--- config.mk ---
export PLATFORM = sky130hd
export DESIGN_NAME = io_periph_bank
export DESIGN_NICKNAME = d
export VERILOG_FILES = /design/src/rtl/io_periph_pkg.sv /design/src/rtl/io_periph_bank_sw_debounce.sv /design/src/rtl/io_periph_bank.sv
export SDC_FILE = /design/constraint.sdc
export NUM_CORES = 1
export LEC_CHECK = 0
export CORE_MARGIN = 2
export CORE_UTILIZATION = 52
export CTS_CLUSTER_SIZE = 24
export DETAILED_ROUTE_END_ITERATION = 8
export GPL_TIMING_DRIVEN = 0
export PLACE_DENSITY_LB_ADDON = 0.3
export SLEW_MARGIN = 25
export SYNTH_ARGS = -nofsm -noshare
export SYNTH_HDL_FRONTEND = slang
export SYNTH_SLANG_ARGS = --single-unit
--- constraint.sdc ---
create_clock -name i_clk -period 2.9 [get_ports i_clk]
set_input_delay 0.435 -clock i_clk [delete_from_list [all_inputs] [get_ports i_clk]]
set_output_delay 0.435 -clock i_clk [all_outputs]
set_load 0.02 [all_outputs]
--- src/rtl/io_periph_pkg.sv ---
// Purpose: shared register map, select type and helpers for the I/O peripheral bank.
// Latency: n/a (declarations only).
// Backpressure: n/a.
package io_periph_pkg;

  // Byte offsets inside the 4 KiB window. Decoding uses address bits [11:2].
  localparam logic [11:0] OFF_LEDR  = 12'h000;
  localparam logic [11:0] OFF_LEDG  = 12'h010;
  localparam logic [11:0] OFF_HEX   = 12'h020;
  localparam logic [11:0] OFF_LCD   = 12'h030;
  localparam logic [11:0] OFF_SW    = 12'h800;
  localparam logic [11:0] OFF_CYCLE = 12'h810;

  typedef enum logic [2:0] {
    REG_NONE,
    REG_LEDR,
    REG_LEDG,
    REG_HEX,
    REG_LCD,
    REG_SW,
    REG_CYCLE
  } io_reg_e;

  // Four seven-segment digits are packed per 32-bit word.
  function automatic int hex_words(input int num_hex);
    return (num_hex + 3) / 4;
  endfunction

  // Replace the bytes of old_val selected by mask with the bytes of new_val.
  function automatic logic [31:0] byte_merge(input logic [31:0] old_val,
                                             input logic [31:0] new_val,
                                             input logic [3:0]  mask);
    logic [31:0] r;
    r = old_val;
    for (int b = 0; b < 4; b++) begin
      if (mask[b]) r[8*b +: 8] = new_val[8*b +: 8];
    end
    return r;
  endfunction

endpackage

--- src/rtl/io_periph_bank_sw_debounce.sv ---
// Purpose: two-flop synchroniser plus stable-count debouncer for the switch inputs.
// Latency: 2 + DEBOUNCE_CYC + 1 cycles from a clean raw step to sw_db (3 with bypass).
// Backpressure: none; free-running sampler.
// Ports: clk, reset (sync, active-high), sw_raw (asynchronous switches), sw_db (debounced value).
module sw_debounce
  import io_periph_pkg::*;
#(
  parameter int SW_W         = 32,
  parameter int DEBOUNCE_CYC = 16
) (
  input  logic            clk,
  input  logic            reset,
  input  logic [SW_W-1:0] sw_raw,
  output logic [SW_W-1:0] sw_db
);

  logic [SW_W-1:0] sync1;
  logic [SW_W-1:0] sync2;

  always_ff @(posedge clk) begin
    if (reset) begin
      sync1 <= '0;
      sync2 <= '0;
    end else begin
      sync1 <= sw_raw;
      sync2 <= sync1;
    end
  end

  if (DEBOUNCE_CYC == 0) begin : g_bypass
    always_ff @(posedge clk) begin
      if (reset) sw_db <= '0;
      else       sw_db <= sync2;
    end
  end else begin : g_filter
    localparam int               CNT_W   = $clog2(DEBOUNCE_CYC + 1);
    localparam logic [CNT_W-1:0] CNT_MAX = CNT_W'(DEBOUNCE_CYC);

    logic [SW_W-1:0]  cand;
    logic [CNT_W-1:0] cnt;

    always_ff @(posedge clk) begin
      if (reset) begin
        cand  <= '0;
        cnt   <= '0;
        sw_db <= '0;
      end else if (sync2 != cand) begin
        cand <= sync2;
        cnt  <= '0;
      end else if (cnt != CNT_MAX) begin
        cnt <= cnt + CNT_W'(1);
        // Commit on the same edge the counter reaches its limit.
        if (cnt == CNT_MAX - CNT_W'(1)) sw_db <= cand;
      end
    end
  end

endmodule

--- src/rtl/io_periph_bank.sv ---
// Purpose: memory-mapped LED/HEX/LCD output registers, debounced switches and cycle counter.
// Latency: stores visible next cycle; loads return data exactly 1 cycle after i_rden.
// Backpressure: none; accepts a load or store every cycle.
// Ports: i_clk, i_reset (sync, active-high); LSU side i_addr/i_wdata/i_bmask/i_wren/i_rden,
//        o_hit (combinational decode), o_rdata/o_rvalid; pins o_io_ledr/ledg/hex/lcd, i_io_sw.
module io_periph_bank
  import io_periph_pkg::*;
#(
  parameter logic [31:0] BASE_ADDR    = 32'h0000_7000,
  parameter int          NUM_HEX      = 8,
  parameter int          LEDR_W       = 32,
  parameter int          LEDG_W       = 32,
  parameter int          SW_W         = 32,
  parameter int          DEBOUNCE_CYC = 16
) (
  input  logic                 i_clk,
  input  logic                 i_reset,
  input  logic [31:0]          i_addr,
  input  logic [31:0]          i_wdata,
  input  logic [3:0]           i_bmask,
  input  logic                 i_wren,
  input  logic                 i_rden,
  output logic                 o_hit,
  output logic [31:0]          o_rdata,
  output logic                 o_rvalid,
  output logic [LEDR_W-1:0]    o_io_ledr,
  output logic [LEDG_W-1:0]    o_io_ledg,
  output logic [NUM_HEX*7-1:0] o_io_hex,
  output logic [31:0]          o_io_lcd,
  input  logic [SW_W-1:0]      i_io_sw
);

  localparam int HEX_WORDS = hex_words(NUM_HEX);

  logic [11:0]       off;
  logic [1:0]        hex_idx;
  io_reg_e           sel;
  logic              wr;
  logic              unused_addr_bits;

  logic [6:0]        digit [NUM_HEX];
  logic [31:0]       cycle;
  logic [SW_W-1:0]   sw_db;

  logic [31:0]       ledr_x, ledg_x, sw_x, hex_x, rd_mux;
  logic [31:0]       ledr_w, ledg_w, lcd_w;

  // Byte lane within a word does not affect decode.
  assign off              = {i_addr[11:2], 2'b00};
  assign hex_idx          = i_addr[3:2];
  assign unused_addr_bits = ^i_addr[1:0];

  always_comb begin
    sel = REG_NONE;
    if (i_addr[31:12] == BASE_ADDR[31:12]) begin
      if (off == OFF_LEDR)                                         sel = REG_LEDR;
      else if (off == OFF_LEDG)                                    sel = REG_LEDG;
      else if (off[11:4] == OFF_HEX[11:4] && int'(hex_idx) < HEX_WORDS) sel = REG_HEX;
      else if (off == OFF_LCD)                                     sel = REG_LCD;
      else if (off == OFF_SW)                                      sel = REG_SW;
      else if (off == OFF_CYCLE)                                   sel = REG_CYCLE;
    end
  end

  assign o_hit = (sel != REG_NONE);
  assign wr    = i_wren & o_hit;

  // Zero-extended views of the narrow registers, used for both reads and byte merges.
  always_comb begin
    ledr_x = '0;
    ledr_x[LEDR_W-1:0] = o_io_ledr;
    ledg_x = '0;
    ledg_x[LEDG_W-1:0] = o_io_ledg;
    sw_x = '0;
    sw_x[SW_W-1:0] = sw_db;
    hex_x = '0;
    for (int k = 0; k < NUM_HEX; k++) begin
      if (int'(hex_idx) == k / 4) hex_x[8*(k%4) +: 7] = digit[k];
    end
    ledr_w = byte_merge(ledr_x, i_wdata, i_bmask);
    ledg_w = byte_merge(ledg_x, i_wdata, i_bmask);
    lcd_w  = byte_merge(o_io_lcd, i_wdata, i_bmask);
  end

  always_comb begin
    case (sel)
      REG_LEDR:  rd_mux = ledr_x;
      REG_LEDG:  rd_mux = ledg_x;
      REG_HEX:   rd_mux = hex_x;
      REG_LCD:   rd_mux = o_io_lcd;
      REG_SW:    rd_mux = sw_x;
      REG_CYCLE: rd_mux = cycle;
      default:   rd_mux = '0;
    endcase
  end

  always_comb begin
    o_io_hex = '0;
    for (int k = 0; k < NUM_HEX; k++) o_io_hex[7*k +: 7] = digit[k];
  end

  // Read samples pre-edge state, so a same-cycle store to the same register returns the old value.
  always_ff @(posedge i_clk) begin
    if (i_reset) begin
      o_io_ledr <= '0;
      o_io_ledg <= '0;
      o_io_lcd  <= '0;
      cycle     <= '0;
      o_rdata   <= '0;
      o_rvalid  <= 1'b0;
      for (int k = 0; k < NUM_HEX; k++) digit[k] <= '0;
    end else begin
      cycle    <= cycle + 32'd1;
      o_rvalid <= i_rden;
      if (i_rden) o_rdata <= rd_mux;
      if (wr && sel == REG_LEDR) o_io_ledr <= ledr_w[LEDR_W-1:0];
      if (wr && sel == REG_LEDG) o_io_ledg <= ledg_w[LEDG_W-1:0];
      if (wr && sel == REG_LCD)  o_io_lcd  <= lcd_w;
      for (int k = 0; k < NUM_HEX; k++) begin
        if (wr && sel == REG_HEX && int'(hex_idx) == k / 4 && i_bmask[k%4])
          digit[k] <= i_wdata[8*(k%4) +: 7];
      end
    end
  end

  sw_debounce #(
    .SW_W         (SW_W),
    .DEBOUNCE_CYC (DEBOUNCE_CYC)
  ) u_sw_debounce (
    .clk    (i_clk),
    .reset  (i_reset),
    .sw_raw (i_io_sw),
    .sw_db  (sw_db)
  );

endmodule

Word level (Yosys, flattened, before mapping)
Memory sizes are Yosys's and may differ from the RTL's.
Index checks and enable logic that the tools add are counted.
{"block": "classes", "magnitude_cmp": 1, "addsub": 2, "n_reduce_logical": 32, "n_mul": 0, "n_div": 0, "mux": 50, "eq_ne": 16, "shift": 0, "bitwise": 10}
{"operator": "32-bit case mux with 6 select lines", "count": 1}
{"operator": "7-bit 2-to-1 mux", "count": 16}
{"operator": "32-bit by 1-bit adder with 32-bit output, second input constant", "count": 1}
{"operator": "32-bit inequality test", "count": 1}
{"operator": "1-bit 2-to-1 mux", "count": 26}
{"operator": "2-bit AND reduction", "count": 12}
{"operator": "3-bit 2-to-1 mux", "count": 7}
{"operator": "10-bit == test, second input constant", "count": 2}
{"operator": "20-bit by 3-bit == test with 1-bit output, second input constant", "count": 1}
{"operator": "1-bit logical AND", "count": 15}
{"operator": "12-bit zero test", "count": 1}
{"operator": "10-bit by 3-bit == test with 1-bit output, second input constant", "count": 1}
{"operator": "10-bit by 4-bit == test with 1-bit output, second input constant", "count": 1}
{"operator": "3-bit == test, second input constant", "count": 3}
{"operator": "8-bit by 2-bit == test with 1-bit output, second input constant", "count": 1}
{"operator": "1-bit bitwise OR", "count": 8}
{"operator": "3-bit by 2-bit == test with 1-bit output, second input constant", "count": 2}
{"operator": "5-bit by 1-bit adder with 5-bit output, second input constant", "count": 1}
{"operator": "5-bit by 4-bit == test with 1-bit output, second input constant", "count": 1}
{"operator": "5-bit inequality test, second input constant", "count": 1}
{"operator": "3-bit by 1-bit == test with 1-bit output, second input constant", "count": 1}
{"operator": "3-bit AND reduction", "count": 1}
{"operator": "3-bit nonzero test", "count": 1}
{"operator": "2-bit == test, second input constant", "count": 1}
{"operator": "other kinds (5)", "count": 5}
{"block": "totals", "elab_cells": 132, "mem_bits_ro": 0, "latch_bits": 0, "memories": 1, "ram_bits": 56, "inputBits": 104, "register_bits": 294}
{"name": "digit", "depth": 8, "word_bits": 7, "rd": 8, "rd_clocked_by_memory_dff": 0, "write_ports": 8, "line_no": "io_periph_bank.sv:41", "text": "logic [6:0] digit [NUM_HEX];"}

Longest topological paths before layout
Gate-level depths: netlist of run 1.
{"block": "logic_depth", "depth_word": 17, "depth_mapped": 8, "ltp_nobuf": 6}

By module
A second synthesis of run 1 with hierarchy kept.
{"block": "unflattened", "cells_unflattened": 1413, "hier_area_um2": 14919.3}
{"mod": "io_periph_bank", "area_each_um2": 10293.6, "seq_area_each_um2": 4904.7, "cells_each": 1004, "instances": 1}
{"mod": "sw_debounce", "area_each_um2": 4625.7, "seq_area_each_um2": 2662.6, "cells_each": 409, "instances": 1}

Worst setup path before layout of run 1
Ideal clock, no wire load.
{"block": "synth_path", "path_type": "in2reg", "startpoint": "in i_addr[17]", "endpoint": "mem digit[5][3] (netlist: digit[1][10]) (enable)", "path_slack_ns": 0.207, "t_required_ns": 2.517, "stages": 6, "arrival_ns": 2.310, "path_cell_list": "nor4b_1 > nand3_1 > nor2_1 > nand4_2 > clkbuf_1 > o31ai_1"}
{"item": "start: declaration", "line_no": "io_periph_bank.sv:18", "text": "input logic [31:0] i_addr,"}
{"item": "end: declaration", "line_no": "io_periph_bank.sv:41"}

Worst setup path after layout of run 1
{"block": "layout_path", "startpoint": "in i_addr[8]", "endpoint": "out o_hit"}
{"block": "layout_between", "elab_chain_cells": 9, "word_cells_on_any_way": 15}
{"item": "10-bit == test", "line_no": "io_periph_bank.sv:61", "text": "else if (off == OFF_CYCLE) sel = REG_CYCLE;"}
{"item": "3-bit 2-to-1 mux", "line_no": "io_periph_bank.sv:61"}
{"item": "3-bit 2-to-1 mux", "line_no": "io_periph_bank.sv:60", "text": "else if (off == OFF_SW) sel = REG_SW;"}
{"item": "3-bit 2-to-1 mux", "line_no": "io_periph_bank.sv:59", "text": "else if (off == OFF_LCD) sel = REG_LCD;"}
{"item": "3-bit 2-to-1 mux", "line_no": "io_periph_bank.sv:58", "text": "else if (off[11:4] == OFF_HEX[11:4] && int'(hex_idx) < HEX_WORDS) sel = REG_HEX;"}
{"item": "3-bit 2-to-1 mux", "line_no": "io_periph_bank.sv:57", "text": "else if (off == OFF_LEDG) sel = REG_LEDG;"}
{"item": "3-bit 2-to-1 mux (*)", "line_no": "io_periph_bank.sv:56", "text": "if (off == OFF_LEDR) sel = REG_LEDR;"}
{"item": "3-bit 2-to-1 mux (*)", "line_no": "io_periph_bank.sv:55", "text": "if (i_addr[31:12] == BASE_ADDR[31:12]) begin"}
{"item": "3-bit nonzero test (*)", "line_no": "io_periph_bank.sv:65", "text": "assign o_hit = (sel != REG_NONE);"}
{"item": "end: declaration", "line_no": "io_periph_bank.sv:23", "text": "output logic o_hit,"}
Every way passes the cells marked *; elsewhere a longest branch is shown, timed or not.

==> results.cfg, run 1 <==
[sta]
grt_setup_unrepaired = no
max_freq_mhz = 353
setup_viol = 0
fin_crit_sh_pct = 97.8
period_needed_ns = 2.84
max-slew-margin-rel_pct = 33.2
skew_ns = 0.0110
final-hold-violation-count = 0
finalSetupTns_ns = 0
worstMarginPinSlew_ns = 1.00
timing_max_transition_violations_final = 0

[hold_path]
hold_path_end = u_sw_debounce.sync2[20]$_SDFF_PP0_
worstHoldStart = u_sw_debounce.sync1[20]$_SDFF_PP0_
worstHoldPathCells = 1
hold_path.class = reg2reg

[synthesis]
synth_cell_types = 48
synthAdderAreaFrac_pct = 0.343
ys_seq_area_share_pct = 51.9
avgSynthCellArea_um2 = 9.76
synth_fp_nets = 1603
synth_compound_area_share_pct = 10.2
synthCells = 1495
synth.area.mux_share_pct = 10.8
ys.flop_type = dfxtp_1
yosys.area_share.simple_pct = 19.8
synth_xor_area_share_pct = 3.48
syn_area_um2 = 14600
ys_warn_count = 0
synth_top_family_by_area = simple AND/OR/NAND/NOR gates
synth_edf_count = 56
ys_ff_latch = 350
synthArstFlopShare_pct = 0

[critical_path]
cp.arrival_ns = 2.40
worstReg2RegStart = u_sw_debounce.g_filter.cand[9]$_SDFFE_PP0P_
critPathRequiredTime_ns = 2.47
worst_r2r_path_depth = 6
reg2reg_to = u_sw_debounce.sw_db[19]$_SDFFE_PP0P_
crit_type = in2out
cp_max_fo = 5
ff2ff_setup_slack_ns = 0.42
endpoint_kind = output pin
cp-start-kind = input port

[global_route]
grt_pass1_vias = 12600
track_usage_pct = 33.5
antenna_found_initial = 2
grt_max_degree = 15
grt-ovfl-total = 0
grt_pass1_wl_um = 73500

[floorplan]
die-area_um2 = 29400
die_x_um = 172
ios = 290
fp.coreArea_um2 = 27700
core.rowCount = 61
start_util_pct = 52.7
die_h_um = 172

[power_and_ir_drop]
p_leak_nw = 7.27
vdd_drop_max_mv = 0.514
p_per_area_nw_per_um2 = 565

[run_status]
status = finished clean

[clock_tree]
clk_path_buf_depth = 3
cts_tree = done
cts_max_level = 2
cts_root_buf = clkbuf_16
cts_inserted_buffers = 37
clkSinkCount = 350
clkLatencyLatePin_ns = 0.52
clkSlewWorstSetupHoldPaths_ns = 0.06

[routing]
route.detailed.drc = 0
num_vias = 13100
antenna_left = 0
drt_iter0_drc = 1515
drt-total-wl_um = 50700
wl_per_cell_um = 22.7
firstDrtPassIters = 6
drt-vias-per-instance = 5.89

[flow_run]
max_cap_viol_count = 0

[place]
gp_congestion = 0.960
numPortBuffers = 286
dp_hpwl_um = 38600
placed_cell_area_um2 = 17900

[layout]
final.fill_count = 2170
utilization_pct = 69.5
design_area_um2 = 19300
nets = 1930
areaGrowthSynthToFinish_pct = 32.0
drive_gt1_share_pct = 5.95
## area by class of cell
type                    instances  area, um^2  share of cell area [%]
clock buffers                  50        1080                    5.59
inverters                      23        86.3                   0.448
diodes                          1        2.50                  0.0130
plain buffers                 105         425                    2.21
clock inverters                16         161                   0.838
repair buffers                288        2880                    14.9
well taps                     378         473                    2.46
multi-input cells            1017        6590                    34.2
flip-flops and latches        350        7570                    39.3
## cell usage after synthesis (14+ instances only)
library cell    n  share of area [%]
a211oi_1       28                1.4
a21oi_1        40                1.4
a22o_1         28                1.7
a22oi_1        36                1.9
buf_2          14               0.48
clkbuf_1       84                2.2
dfxtp_1       294                 40
edfxtp_1       56                 12
inv_1          22               0.57
mux2i_1       158                 11
nand2_1       249                6.4
nand3_1        37                1.3
nand4_1        14               0.60
nor2_1         72                1.9
nor2b_1       101                4.3
nor3_1         26               0.89
nor4_1         33                1.4
o21ai_0        37                1.3
o2bb2ai_1      28                1.7
xor2_1         51                3.1
## state kept, by name, summed over array words and instances, names as in the netlist
signal,count
u_sw_debounce.g_filter.cnt,5
o_io_ledg,32
digit,56
o_io_lcd,32
o_rdata,32
u_sw_debounce.g_filter.cand,32
u_sw_debounce.sync1,32
o_io_ledr,32
u_sw_debounce.sw_db,32
u_sw_debounce.sync2,32
cycle,32
o_rvalid,1
## repair_timing
action / 4_1_cts / 5_1_grt
setup endpoints to repair: 59 / 43
resized for setup: 11 / 7
hold buffers: 0 / 0
buffers inserted: 2 / 0
pin swaps: 2 / 1
## critical path, cell delays in order
cell and delay [ns]:
clkdlybuf4s50_1 0.39, nor2_1 0.46, nand2_1 0.22, a21oi_1 0.24, and3_1 0.28, dlygate4sd2_1 0.37
## kinds of logic (layout without fill, tap and decap cells)
group / count (synthesis) / count (layout)
buffers and inverters: 128 / 482
other: 0 / 1
AOI/OAI and AO/OA: 213 / 213
adders and majority gates: 4 / 4
DFF: 350 / 350
and+or+nand+nor: 584 / 584
muxes: 158 / 158
xor gates and xnor gates: 58 / 58
## worst max path at each step
stage,start,endpoint,slack (ns),depth (start not counted)
floorplan,i_addr[17],digit[1][10]$_SDFFCE_PN0P_,0.21,6
global placement,i_addr[17],digit[1][16]$_SDFFCE_PP0P_,-1.26,7
detailed placement,i_addr[17],digit[1][7]$_SDFFCE_PN0P_,-1.29,7
CTS,i_addr[17],digit[1][9]$_SDFFCE_PN0P_,-0.09,7
global route,i_addr[8],o_hit,0.009,6
finish,i_addr[8],o_hit,0.06,6
## through the flow
step,power [mW],setup slack [ns],hold WS (ns),std cells
floorplan,5.63,0.207,0.414,1495
global placement,6.10,-1.26,0.417,2159
detailed placement,6.11,-1.29,0.422,2159
CTS,10.8,-0.0909,0.432,2227
global route,11.1,0.00944,0.455,2227
finish,10.9,0.0636,0.430,2228
## power by group
| part | leakage [nW] | total [mW] | internal [mW] | switching, mW |
|---|---|---|---|---|
| sequential | 2.92 | 5.13 | 5.05 | 0.0851 |
| clock | 0.622 | 4.83 | 2.88 | 1.95 |
| combinational | 3.73 | 0.912 | 0.361 | 0.550 |
| total | 7.27 | 10.9 | 8.29 | 2.59 |
## cell usage in the layout (no fill, tap or decap), types with 22 or more instances in the layout
cell | synthesis | layout
edfxtp_1 | 56 | 56
nand3_1 | 37 | 36
mux2i_1 | 158 | 158
nor3_1 | 26 | 25
inv_1 | 22 | 22
nand2_1 | 249 | 249
o21ai_0 | 37 | 34
clkdlybuf4s50_1 | 0 | 285
clkbuf_1 | 84 | 87
a211oi_1 | 28 | 28
nor2_1 | 72 | 71
xor2_1 | 51 | 51
o2bb2ai_1 | 28 | 28
a22oi_1 | 36 | 36
a21oi_1 | 40 | 40
a22o_1 | 28 | 28
nor4_1 | 33 | 33
dfxtp_1 | 294 | 294
nor2b_1 | 101 | 101
clkbuf_16 | 0 | 39
## routing by layer
metal	track usage, %	wire length [um]	up-vias
li1	-	-	5866
met1	43.4	19500	6224
met2	53.3	22800	868
met3	7.82	6060	171
met4	15.4	2370	2
met5	0	16	-
No activity file was read; power rests on OpenSTA's default activity.
==> run 2, diff against run 1 <==
--- a/config.mk
+++ b/config.mk
@@ -11,6 +11,7 @@
 export DETAILED_ROUTE_END_ITERATION = 8
 export GPL_TIMING_DRIVEN = 0
 export PLACE_DENSITY_LB_ADDON = 0.3
+export SKIP_CTS_REPAIR_TIMING = 1
 export SLEW_MARGIN = 25
 export SYNTH_ARGS = -nofsm -noshare
 export SYNTH_HDL_FRONTEND = slang
==> run 2 against run 1 <==
Net effect:
- flip-flop and latch count did not move
- worst setup slack improved by 0.027 ns
- fmax rose by 0.94%
- cell count rose by 0.18%
- largest cell class unchanged
- register-to-register slack barely moved
==> results.cfg, run 2 (same netlist as run 1, synthesis figures left out) <==
[sta]
setup_viol = 0
finalSetupTns_ns = 0
worstMarginPinSlew_ns = 1.02
fin_crit_sh_pct = 96.9
timing_max_transition_violations_final = 0
max-slew-margin-rel_pct = 32.1
max_freq_mhz = 356
skew_ns = 0.0124
final-hold-violation-count = 0
period_needed_ns = 2.81

[layout]
final_cell_mix = dfxtp_1 (294), clkdlybuf4s50_1 (285), nand2_1 (249), mux2i_1 (158), nor2b_1 (101)
largest_register = digit
areaGrowthSynthToFinish_pct = 32.4
final_common_cell = dfxtp_1
largest_reg_flops = 56
nets = 1934
drive_gt1_share_pct = 6.15
design_area_um2 = 19300

[clock_tree]
clkSlewWorstSetupHoldPaths_ns = 0.06
clkSinkCount = 350
cts_tree = done
cts_inserted_buffers = 37
clk_path_buf_depth = 3
cts_root_buf = clkbuf_16
clkLatencyLatePin_ns = 0.52
cts_max_level = 2

[routing]
wl_per_cell_um = 22.8
wl_met1_um = 20200
num_vias = 13200
met3_wirelength_um = 5470
drt-total-wl_um = 50800
route.detailed.drc = 0
wl_met2_um = 22900
drt_iter0_drc = 1629
firstDrtPassIters = 7
antenna_left = 0
highest_layer = met5
drt-vias-per-instance = 5.89

[floorplan]
die_x_um = 172
ios = 290
die_h_um = 172
core.rowCount = 61
start_util_pct = 52.7
fp.coreArea_um2 = 27700
die-area_um2 = 29400

[critical_path]
crit_type = in2reg
cp_max_fo = 10
endpoint_kind = flop
cp-start-kind = input port
ff2ff_setup_slack_ns = 0.41
cp.arrival_ns = 2.99
critPathRequiredTime_ns = 3.08

[global_route]
grt_pass1_vias = 12600
track_usage_pct = 33.5
antenna_found_initial = 2
grt_max_degree = 15
grt-ovfl-total = 0
grt_pass1_wl_um = 73400

[power_and_ir_drop]
vdd_drop_max_mv = 0.514
power_mw = 10.9
p_leak_nw = 7.31
p_per_area_nw_per_um2 = 563

[place]
dp_hpwl_um = 38600
gp_congestion = 0.960
numPortBuffers = 286
placed_cell_area_um2 = 17900

[flow_run]
max_cap_viol_count = 0

[run_status]
status = finished clean

[hold_path]
hold_path.class = reg2reg
run 2: per-layer routing:
metal | global-route usage (%) | vias to the layer above
met5 | 0 | -
met3 | 7.32 | 157
li1 | - | 5877
met2 | 53.6 | 854
met1 | 43.7 | 6262
met4 | 14.6 | 2
run 2: critical path: stages:
cell	delay, ns
clkdlybuf4s50_1	0.52
clkbuf_1	0.51
clkbuf_1	0.63
clkbuf_2	0.47
a21o_1	0.41
run 2: power by group:
group,leakage [nW],internal [mW],switching (mW)
combinational,3.77,0.366,0.554
clock,0.622,2.88,1.94
sequential,2.92,5.05,0.0860
total,7.31,8.29,2.58
run 2: through the flow:
stage	setup slack, ns	hold WS (ns)	cells	util (%)
2_1_floorplan	0.207	0.414	1495	-
3_3_place_gp	-1.26	0.417	2159	64.7
3_5_place_dp	-1.29	0.422	2159	64.7
4_1_cts	-0.768	0.432	2225	69.2
5_1_grt	-0.0955	0.455	2231	69.7
6_report	0.0902	0.429	2232	69.7
run 2: cell type report:
class / count / area, um^2
sequential: 350 / 7570
fill: 2167 / 8390
inverter: 23 / 86.3
tap: 378 / 473
buffer: 105 / 425
clock inverter: 16 / 161
clock buffer: 50 / 1080
timing repair buffer: 292 / 2920
multi-input combinational: 1017 / 6600
antenna: 1 / 2.50
run 2: path summary, 6_finish.rpt:
| path | cells past startpoint | to | startpoint |
|---|---|---|---|
| worst max-delay path | 5 | digit[0][14]$_SDFFCE_PN0P_ | i_reset |
| worst min-delay path | 1 | u_sw_debounce.sync2[20]$_SDFF_PP0_ | u_sw_debounce.sync1[20]$_SDFF_PP0_ |
| worst max register to register | 6 | u_sw_debounce.sw_db[19]$_SDFFE_PP0P_ | u_sw_debounce.g_filter.cand[9]$_SDFFE_PP0P_ |
| worst min register to register | 1 | u_sw_debounce.sync2[20]$_SDFF_PP0_ | u_sw_debounce.sync1[20]$_SDFF_PP0_ |
